<file path="src/rtl/fft_rd_pkg.sv">
// fft_rd_pkg: shared types and helpers for the FFT result reader.
//   N_POINTS  - total transform length (4 banks x 512 words)
//   BIN_W     - width of a bin index
//   rd_state_e - unload controller states
//   rd_tag_t  - bookkeeping carried alongside each outstanding bank read
//   bitrev    - bit-reverse an 11-bit bin index
package fft_rd_pkg;

  localparam int N_POINTS = 2048;
  localparam int BIN_W    = 11;

  typedef enum logic [1:0] {
    IDLE,
    WAIT_RDY,
    READ,
    DRAIN
  } rd_state_e;

  typedef struct packed {
    logic             vld;
    logic [1:0]       bank;
    logic [BIN_W-1:0] bin;
    logic             last;
  } rd_tag_t;

  function automatic logic [BIN_W-1:0] bitrev(input logic [BIN_W-1:0] x);
    logic [BIN_W-1:0] r;
    r = '0;
    for (int i = 0; i < BIN_W; i++) begin
      r[i] = x[BIN_W-1-i];
    end
    return r;
  endfunction

endpackage

</file>
<file path="src/rtl/fft_rd_fifo.sv">
// fft_rd_fifo: small register-based synchronous FIFO with occupancy count.
//   clk_i, rst_i  - clock, asynchronous active-high reset
//   flush_i       - synchronous clear of all entries (wins over push)
//   push_i/wdata_i - write one entry
//   pop_i         - remove the head entry (ignored when empty)
//   rdata_o       - head entry, valid whenever count_o != 0
//   count_o       - number of stored entries
module fft_rd_fifo #(
  parameter int DEPTH = 4,
  parameter int WIDTH = 28,
  parameter int CNT_W = $clog2(DEPTH + 1)
) (
  input  logic             clk_i,
  input  logic             rst_i,
  input  logic             flush_i,
  input  logic             push_i,
  input  logic [WIDTH-1:0] wdata_i,
  input  logic             pop_i,
  output logic [WIDTH-1:0] rdata_o,
  output logic [CNT_W-1:0] count_o
);

  localparam int PTR_W = (DEPTH > 1) ? $clog2(DEPTH) : 1;

  logic [WIDTH-1:0] mem_q [DEPTH];
  logic [PTR_W-1:0] wr_ptr_q, rd_ptr_q;
  logic [CNT_W-1:0] count_q;
  logic             do_push, do_pop;

  // Pointers wrap explicitly so DEPTH need not be a power of two.
  function automatic logic [PTR_W-1:0] ptr_inc(input logic [PTR_W-1:0] p);
    return (p == PTR_W'(DEPTH - 1)) ? '0 : p + 1'b1;
  endfunction

  always_comb begin
    do_pop  = pop_i && (count_q != '0);
    do_push = push_i && ((count_q != CNT_W'(DEPTH)) || do_pop);
  end

  always_ff @(posedge clk_i or posedge rst_i) begin
    if (rst_i) begin
      wr_ptr_q <= '0;
      rd_ptr_q <= '0;
      count_q  <= '0;
    end else if (flush_i) begin
      wr_ptr_q <= '0;
      rd_ptr_q <= '0;
      count_q  <= '0;
    end else begin
      if (do_push) wr_ptr_q <= ptr_inc(wr_ptr_q);
      if (do_pop)  rd_ptr_q <= ptr_inc(rd_ptr_q);
      case ({do_push, do_pop})
        2'b10:   count_q <= count_q + 1'b1;
        2'b01:   count_q <= count_q - 1'b1;
        default: count_q <= count_q;
      endcase
    end
  end

  // Storage needs no reset: nothing reads it while count_q is zero.
  always_ff @(posedge clk_i) begin
    if (do_push) mem_q[wr_ptr_q] <= wdata_i;
  end

  assign rdata_o = mem_q[rd_ptr_q];
  assign count_o = count_q;

endmodule

</file>
<file path="src/rtl/fft_result_reader.sv">
// fft_result_reader: unloads a finished transform from the four fft_top
// result banks and streams the real parts out, one sample per beat.
//   iCLK, iRESET        - clock, asynchronous active-high reset
//   iSTART              - arm request (honoured in IDLE only)
//   iABORT              - synchronous flush back to IDLE, no oDONE
//   iFFT_RDY            - core ready level; starts the unload from WAIT_RDY
//   oADDR_RD_0..3       - common read address to all four banks
//   iDATA_RE_0..3       - bank read data, RD_LAT cycles after the address
//   oDATA/oBIN/oLAST    - stream payload, bin index and final-bin flag
//   oVALID/iREADY       - stream handshake
//   oBUSY               - controller not in IDLE
//   oDONE               - one-cycle pulse after the final handshake
module fft_result_reader
  import fft_rd_pkg::*;
#(
  parameter int DATA_W = 16,
  parameter int ADDR_W = 9,
  parameter int BANKS  = 4,
  parameter int RD_LAT = 2,
  parameter int BITREV = 0
) (
  input  logic              iCLK,
  input  logic              iRESET,
  input  logic              iSTART,
  input  logic              iABORT,
  input  logic              iFFT_RDY,
  output logic [ADDR_W-1:0] oADDR_RD_0,
  output logic [ADDR_W-1:0] oADDR_RD_1,
  output logic [ADDR_W-1:0] oADDR_RD_2,
  output logic [ADDR_W-1:0] oADDR_RD_3,
  input  logic [DATA_W-1:0] iDATA_RE_0,
  input  logic [DATA_W-1:0] iDATA_RE_1,
  input  logic [DATA_W-1:0] iDATA_RE_2,
  input  logic [DATA_W-1:0] iDATA_RE_3,
  output logic [DATA_W-1:0] oDATA,
  output logic [ADDR_W+1:0] oBIN,
  output logic              oVALID,
  input  logic              iREADY,
  output logic              oLAST,
  output logic              oBUSY,
  output logic              oDONE
);

  localparam int FIFO_DEPTH = RD_LAT + 2;
  localparam int FIFO_W     = DATA_W + BIN_W + 1;
  localparam int CNT_W      = $clog2(FIFO_DEPTH + 1);
  localparam logic [BIN_W-1:0] LAST_BIN = BIN_W'(BANKS * (2 ** ADDR_W) - 1);

  rd_state_e         state_q;
  logic [BIN_W-1:0]  k_q;          // next bin to issue while in READ
  logic [ADDR_W-1:0] addr_q;
  logic [CNT_W-1:0]  inflight_q;
  logic              done_q;
  rd_tag_t           pipe_q [RD_LAT+1];

  logic [CNT_W-1:0]  fifo_count;
  logic [FIFO_W-1:0] fifo_rdata;
  logic [FIFO_W-1:0] fifo_wdata;
  logic              fifo_push, pop, issue, drain_done;
  logic [CNT_W:0]    occ_d;
  logic [BIN_W-1:0]  issue_bin_d, issue_m_d;
  logic [DATA_W-1:0] rd_data;
  logic [DATA_W-1:0] head_data;
  logic [BIN_W-1:0]  head_bin;
  logic              head_last;

  always_comb begin
    pop = (fifo_count != '0) && iREADY;
    // Occupancy after this cycle's pop: every outstanding read already owns
    // a slot, so issuing against this keeps the FIFO from overflowing while
    // still allowing one issue per cycle when the consumer keeps up.
    occ_d = {1'b0, fifo_count} + {1'b0, inflight_q} - (CNT_W+1)'(pop);
    // Bin 0 goes out on the WAIT_RDY->READ edge so the first beat is not
    // delayed by an extra cycle.
    issue_bin_d = (state_q == WAIT_RDY) ? '0 : k_q;
    issue_m_d   = (BITREV != 0) ? bitrev(issue_bin_d) : issue_bin_d;
    issue = !iABORT &&
            (((state_q == WAIT_RDY) && iFFT_RDY) ||
             ((state_q == READ) && (occ_d < (CNT_W+1)'(FIFO_DEPTH))));
    // Finishing when the final beat hands off lets oDONE land the next cycle.
    drain_done = (state_q == DRAIN) && (inflight_q == '0) &&
                 (fifo_count == CNT_W'(pop));
  end

  // Controller: state, issue counter, address, in-flight count, done pulse.
  always_ff @(posedge iCLK or posedge iRESET) begin
    if (iRESET) begin
      state_q    <= IDLE;
      k_q        <= '0;
      addr_q     <= '0;
      inflight_q <= '0;
      done_q     <= 1'b0;
    end else begin
      done_q <= 1'b0;
      if (issue) addr_q <= issue_m_d[ADDR_W-1:0];
      if (iABORT) begin
        state_q    <= IDLE;
        inflight_q <= '0;
      end else begin
        inflight_q <= inflight_q + CNT_W'(issue) - CNT_W'(fifo_push);
        case (state_q)
          IDLE: begin
            if (iSTART) state_q <= WAIT_RDY;
          end
          WAIT_RDY: begin
            if (iFFT_RDY) begin
              state_q <= READ;
              k_q     <= BIN_W'(1);
            end
          end
          READ: begin
            if (issue) begin
              // k stops at the final bin; the transform is read exactly once.
              if (k_q == LAST_BIN) state_q <= DRAIN;
              else                 k_q     <= k_q + 1'b1;
            end
          end
          DRAIN: begin
            if (drain_done) begin
              state_q <= IDLE;
              done_q  <= 1'b1;
            end
          end
          default: state_q <= IDLE;
        endcase
      end
    end
  end

  // Tag pipeline matched to the bank read latency: stage RD_LAT lines up
  // with the data on iDATA_RE_x.
  always_ff @(posedge iCLK or posedge iRESET) begin
    if (iRESET) begin
      for (int i = 0; i <= RD_LAT; i++) pipe_q[i] <= '0;
    end else if (iABORT) begin
      for (int i = 0; i <= RD_LAT; i++) pipe_q[i] <= '0;
    end else begin
      pipe_q[0].vld  <= issue;
      pipe_q[0].bank <= issue_m_d[BIN_W-1:ADDR_W];
      pipe_q[0].bin  <= issue_bin_d;
      pipe_q[0].last <= (issue_bin_d == LAST_BIN);
      for (int i = 1; i <= RD_LAT; i++) pipe_q[i] <= pipe_q[i-1];
    end
  end

  always_comb begin
    rd_data = iDATA_RE_0;
    case (pipe_q[RD_LAT].bank)
      2'd0:    rd_data = iDATA_RE_0;
      2'd1:    rd_data = iDATA_RE_1;
      2'd2:    rd_data = iDATA_RE_2;
      default: rd_data = iDATA_RE_3;
    endcase
  end

  assign fifo_push  = pipe_q[RD_LAT].vld;
  assign fifo_wdata = {rd_data, pipe_q[RD_LAT].bin, pipe_q[RD_LAT].last};

  fft_rd_fifo #(
    .DEPTH (FIFO_DEPTH),
    .WIDTH (FIFO_W),
    .CNT_W (CNT_W)
  ) u_fifo (
    .clk_i   (iCLK),
    .rst_i   (iRESET),
    .flush_i (iABORT),
    .push_i  (fifo_push),
    .wdata_i (fifo_wdata),
    .pop_i   (pop),
    .rdata_o (fifo_rdata),
    .count_o (fifo_count)
  );

  assign {head_data, head_bin, head_last} = fifo_rdata;

  // Payload is forced to zero when nothing is valid so idle/reset outputs
  // never show stale FIFO contents.
  assign oVALID = (fifo_count != '0);
  assign oDATA  = oVALID ? head_data : '0;
  assign oBIN   = oVALID ? head_bin  : '0;
  assign oLAST  = oVALID & head_last;
  assign oBUSY  = (state_q != IDLE);
  assign oDONE  = done_q;

  assign oADDR_RD_0 = addr_q;
  assign oADDR_RD_1 = addr_q;
  assign oADDR_RD_2 = addr_q;
  assign oADDR_RD_3 = addr_q;

endmodule

</file>
<file path="config.mk">
export PLATFORM = sky130hd
export DESIGN_NAME = fft_result_reader
export DESIGN_NICKNAME = d
export VERILOG_FILES = /design/src/rtl/fft_rd_pkg.sv /design/src/rtl/fft_rd_fifo.sv /design/src/rtl/fft_result_reader.sv
export SDC_FILE = /design/constraint.sdc
export NUM_CORES = 1
export LEC_CHECK = 0
export CAP_MARGIN = 20
export CORE_ASPECT_RATIO = 1.5
export CORE_UTILIZATION = 58
export CTS_CLUSTER_DIAMETER = 150
export CTS_CLUSTER_SIZE = 30
export DETAILED_ROUTE_END_ITERATION = 10
export PLACE_DENSITY = 0.86
export SLEW_MARGIN = 20
export SYNTH_ARGS = -nofsm -noshare
export SYNTH_HDL_FRONTEND = slang
export SYNTH_HIERARCHICAL = 1
export SYNTH_SLANG_ARGS = --single-unit
</file>
<file path="constraint.sdc">
create_clock -name iCLK -period 10.7 [get_ports iCLK]
set_input_delay 2.675 -clock iCLK [delete_from_list [all_inputs] [get_ports iCLK]]
set_output_delay 2.675 -clock iCLK [all_outputs]
set_load 0.005 [all_outputs]
</file>
After elaboration in Yosys (flattened, before gate mapping):

Memory sizes are Yosys's and may differ from the RTL's.
Cells that the tools add are included.

* equal/unequal tests: 21
* add/subtract/negate cells: 9
* muxes and demuxes: 30
* bitwise logic cells: 2
* reduce and logical (&&, ||, !) cells: 22
* order comparisons: 1

Operator list (count)
* $mux 11: 5
* $pmux 16 s3: 1
* $mux 45: 1
* $mux 2: 12
* $eq 11x11->1 const B: 2
* $pmux 11 s2: 1
* $mux 16: 1
* $ne 3x3->1 const B: 5
* $eq 2x2->1 const B: 6
* $add 11x1->11 const B: 1
* $reduce_and 5->1: 2
* $logic_and 1x1->1: 8
* $pmux 2 s4: 1
* $reduce_bool 2->1: 4
* $eq 2x1->1 const B: 3
* $mux 3: 2
* $ne 2x2->1 const B: 3
* $pmux 3 s2: 1
* $reduce_bool 3->1: 2
* $mux 1: 5
* $add 2x1->2 const B: 2
* $add 3x3->4: 1
* $logic_not 2->1: 2
* $lt 4x3->1 const B: 1
* other kinds (12): 13

* memories kept: 1
* bits in writable memories: 112
* register bits: 78
* input bits: 70
* output and inout port bits: 67
* logic and storage cells: 106

Memory list
* u_fifo.mem_q: words 4, width 28, rd ports 1, clocked after Yosys merged registers in 0, wr ports 1, line fft_rd_fifo.sv:25 `logic [WIDTH-1:0] mem_q [DEPTH];`

Depth between registers and ports, before layout:

* depth after elaboration: 10
* depth in mapped cells: 19
* gate-level depth less buffers: 16

Hierarchy:

Netlist, hierarchy kept.

By module, submodules not included
* fft_rd_fifo: sequential area each 3538.4 um^2, area each 4576.9 um^2, cells an instance 207, instances 1
* fft_result_reader: sequential area each 1626.6 um^2, area each 3677.3 um^2, cells an instance 341, instances 1

Least setup slack after synthesis:

OpenSTA, ideal clock, no wires.

* path kind: input port to flip-flop
* start: input iREADY
* end: register inflight_q[2]
* arrival: 5543 ps
* stages: 17
* setup time: 132 ps
* path slack: 5025 ps
* buffers on the path: 2
* data required time: 10568 ps
* path through: nor2b_1 ha_1 inv_1 ha_1 and3b_1 or4_4 a31o_1 buf_6 buf_2 ha_1 inv_1 ha_1 inv_1 fa_1 xnor2_1 xnor2_1 nor2_1

* cells in the longest elaborated chain, start to end: 9

Ends and longest elaborated chain
* start: declaration: line fft_result_reader.sv:38 `input logic iREADY,`
* $logic_and 1x1->1: line fft_result_reader.sv:68 `pop = (fifo_count != '0) && iREADY;`
* $sub 4x1->4: line fft_result_reader.sv:72 `occ_d = {1'b0, fifo_count} + {1'b0, inflight_q} - (CNT_W+1)'(pop);`
* $lt 4x3->1: line fft_result_reader.sv:79 `((state_q == READ) && (occ_d < (CNT_W+1)'(FIFO_DEPTH))));`
* $logic_and 1x1->1: line fft_result_reader.sv:79
* $logic_or 1x1->1: line fft_result_reader.sv:78 `(((state_q == WAIT_RDY) && iFFT_RDY) ||`
* $logic_and 1x1->1: line fft_result_reader.sv:77 `issue = !iABORT &&`
* $add 3x1->3: line fft_result_reader.sv:100 `inflight_q <= inflight_q + CNT_W'(issue) - CNT_W'(fifo_push);`
* $sub 3x1->3: line fft_result_reader.sv:100
* $mux 3: line fft_result_reader.sv:96 `if (iABORT) begin`
* end signal: assignment: line fft_result_reader.sv:100
* end: declaration: line fft_result_reader.sv:52 `logic [CNT_W-1:0] inflight_q;`

No other way between the ends.
A chain may end at the register's enable or synchronous reset.

Worst setup path in the final report:

* start: input iREADY
* end: register inflight_q[2]

* cells in the longest elaborated chain, start to end: 9

Ends and longest elaborated chain
* $logic_and 1x1->1: line fft_result_reader.sv:68
* via pop: line fft_result_reader.sv:59 `logic fifo_push, pop, issue, drain_done;`
* $sub 4x1->4: line fft_result_reader.sv:72
* $lt 4x3->1: line fft_result_reader.sv:79
* $logic_and 1x1->1: line fft_result_reader.sv:79
* $logic_or 1x1->1: line fft_result_reader.sv:78
* $logic_and 1x1->1: line fft_result_reader.sv:77
* $add 3x1->3: line fft_result_reader.sv:100
* $sub 3x1->3: line fft_result_reader.sv:100
* $mux 3: line fft_result_reader.sv:96

The timed path passes the listed nets, and every way through them passes these cells.

==> metrics <==
status=finished clean; Tcrit/Tclk final=61.7%; setup_tns=0 ns; CP Launch Point=iREADY; Ant. Diodes=0; I/O Buffers=136; flip-flop and latch area=5170 um^2; top_reg_cell synth=edfxtp_1; antenna violations before repair=0; Clock power frac=36.8%; Yosys reg bits=184; Internal=1.22 mW; FFs w/ async S/R, synth=39.1%; die area=14700 um^2; Post-synth EDFFs=112; max-slew violations=0; Initial Utilization=59.3%; origin of the worst min-delay path=pipe_q[19]; routed vias/inst=5.91; clock buffer count from CTS=17; worst vdd ir=0.119 mV; clk buf depth=2; Pwr Density=163 nW/um^2; Placed Instances=799; net switching power=0.434 mW; Die Ht=148 um; total core area=13900 um^2; leakage dissipation=3.83 nW; Clock Root Buffer=clkbuf_16; Gate Count Post-Synth=548; drc violations=0; Hold Path Class=flop to flop; final hold violations=0; Comb power frac=14.4%; Seq pwr share=48.7%; I/O Pins=137; via count=4910; crit path DAT=6.89 ns; largest net degree at the start of global routing=66; First-pass DRT Iterations=4; Area Growth Syn to Fin=22.7%; Setup violations, final=0; cts hold-fix bufs=0; transition time of the tightest slew-check pin=1.01 ns; Mapped Area=8250 um^2; first-pass GRT wire length=27100 um; element type at the critical path end=flop; gpl congestion=0.820; sequential cell area fraction in the yosys report=62.6%; drt total wl=17200 um; GR Util All Layers=24.6%; share of cells above drive strength 1=15.3%; Max FO, Critical Path=20; Slew headroom=32.5%; CTS tree=built; Sw Ratio=26.2%; Clock Pin Slew Worst Setup and Hold Paths=0.07 ns; Syn Area/Cell=15.1 um^2; fill cell count=867; fin nets=743; Row Count=53; worst r2r src=u_fifo/count_o[0]; min Tclk post-route=6.60 ns; Yosys cell types=54; Clock Latency Late Sink=0.43 ns; post-route ant nets=0; max_cap viols=0; DP Wirelength=10600 um; DR WL/cell=20.7 um; vias in the first global route=5239; RSZ-0062 raised after global routing=false; Worst Setup Path Type=primary input to flop; final clock skew=0.0134 ns; Non-Filler Instances=831; Multi-input gate area=2650 um^2; Die Wd=99.4 um; syn_nets=638; CTS sink cnt=184; GRT Residual Overflow=0; Worst setup SP type=primary input; post-cts sizing count=0; Yosys warning total=6; Worst Path Required=10.99 ns; f_max=0.152 GHz; post-CTS setup buffer count=0; initial detailed-routing violation count=244; CTS H-tree lvls=4
[layout by cell type, fill, tap and decap left out, types with 4 or more instances in the layout]
master           count
clkbuf_16           17
o21ai_0              7
nor2_1              18
nand3_1              8
and2_0               9
nor2b_1             56
a21oi_1              8
clkdlybuf4s50_1    136
inv_1               23
a31o_2              11
and2_1              18
mux4_2              44
inv_8                6
nor3_1               4
nand2_1             13
ha_1                18
edfxtp_1           112
buf_4                8
dfrtp_1             70
a31oi_1              5
inv_6                4
[through the flow]
| step | worst slack [ns] | instance area (um^2) | utilization, % | power, mW | hold WS (ns) |
|---|---|---|---|---|---|
| floorplan | 5.03 | 8250 | - | 0.970 | 0.439 |
| global placement | 3.85 | 9540 | 68.5 | 1.04 | 0.443 |
| detailed placement | 3.72 | 9540 | 68.5 | 1.06 | 0.447 |
| CTS | 4.16 | 10100 | 72.7 | 1.67 | 0.464 |
| global route | 3.92 | 10100 | 72.7 | 1.72 | 0.482 |
| finish | 4.10 | 10100 | 72.7 | 1.66 | 0.460 |
[routing by layer]
metal / global-route usage (%) / wire length, um / up-vias
li1: - / - / 2209
met1: 27.9 / 6280 / 2488
met2: 45.3 / 9690 / 190
met3: 5.87 / 959 / 23
met4: 8.16 / 280 / 0
met5: 0 / 0 / -
[flip-flops by register name, indices dropped and copies added, names as in the netlist]
register,cells
u_fifo/wr_ptr_q,2
pipe_q,27
u_fifo/rd_ptr_q,2
oADDR_RD_0,9
fifo_push,1
inflight_q,3
u_fifo/mem_q,112
k_q,11
oDONE,1
state_q,2
fifo_wdata,11
u_fifo/count_o,3
[power by group through the flow]
stage	combinational, mW	clock, mW	sequential [mW]
after global placement	0.226	0	0.819
after global routing	0.262	0.649	0.811
after floorplan	0.156	0	0.814
after detailed placement	0.238	0	0.822
after CTS	0.241	0.621	0.808
final	0.239	0.610	0.807
[cell families after synthesis]
kind of cell / share of synthesized area, %
flops: 62.6
xor+xnor: 0.531
fa+ha+maj: 3.21
simple gates: 11.0
buf+inv: 5.38
compound gates: 5.02
mux: 12.2
[critical path, stage by stage]
cell             delay [ns]
clkdlybuf4s50_1        0.46
nor2b_1                0.70
ha_1                   0.28
inv_1                  0.04
ha_1                   0.25
and3b_1                0.19
or4_4                  0.41
a31o_1                 0.46
ha_1                   0.37
inv_1                  0.05
ha_1                   0.13
inv_1                  0.05
fa_1                   0.40
xnor2_1                0.21
xnor2_1                0.14
nor2_1                 0.06
[path summary, 6_finish.rpt]
path	to	slack [ns]	cells past startpoint
max	inflight_q[2]	4.10	16
min	fifo_wdata[4]	0.46	1
max reg2reg	inflight_q[2]	5.87	17
min reg2reg	fifo_wdata[4]	0.46	1
max in group asynchronous	fifo_wdata[10]	7.31	3
min in group asynchronous	u_fifo/count_o[1]	2.54	2
[final cells by class]
type                       instances  area share (%)
timing repair buffer             144            14.0
clock buffer                      17            4.20
clock inverter                    15            1.62
tap                              165            2.04
sequential                       184            51.0
multi-input combinational        281            26.2
inverter                          25           0.926
[Yosys cell counts, types with 2 or more instances]
| library cell | instances | area, um^2 |
|---|---|---|
| o211a_1 | 3 | 30.0 |
| xnor2_1 | 3 | 26.3 |
| nor3_1 | 5 | 25.0 |
| a21o_1 | 3 | 22.5 |
| fa_1 | 2 | 40.0 |
| o31ai_1 | 2 | 15.0 |
| a211o_1 | 3 | 26.3 |
| a21oi_1 | 8 | 40.0 |
| a31o_2 | 11 | 96.3 |
| buf_2 | 10 | 50.1 |
| or4_1 | 3 | 22.5 |
| nor2b_1 | 56 | 350 |
| nand4_1 | 3 | 18.8 |
| buf_6 | 2 | 22.5 |
| nor2_1 | 18 | 67.6 |
| and2_0 | 9 | 56.3 |
| mux2i_1 | 2 | 20.0 |
| buf_4 | 28 | 210 |
| xor2_1 | 2 | 17.5 |
| a31oi_1 | 5 | 31.3 |
| mux4_2 | 44 | 991 |
| a211oi_1 | 2 | 15.0 |
| and4_1 | 3 | 26.3 |
| clkbuf_1 | 17 | 63.8 |
| nand2b_1 | 3 | 18.8 |
| dfrtp_1 | 72 | 1800 |
| o2111ai_1 | 3 | 26.3 |
| nand2_1 | 13 | 48.8 |
| edfxtp_1 | 112 | 3360 |
| nor4_1 | 2 | 12.5 |
| and3_1 | 3 | 18.8 |
| nand3_1 | 8 | 40.0 |
| and2_1 | 18 | 113 |
| ha_1 | 18 | 225 |
| and3b_1 | 3 | 26.3 |
| inv_1 | 24 | 90.1 |
| or3_1 | 2 | 12.5 |
| o21ai_0 | 7 | 35.0 |
Power figures use the tool's default switching activity.
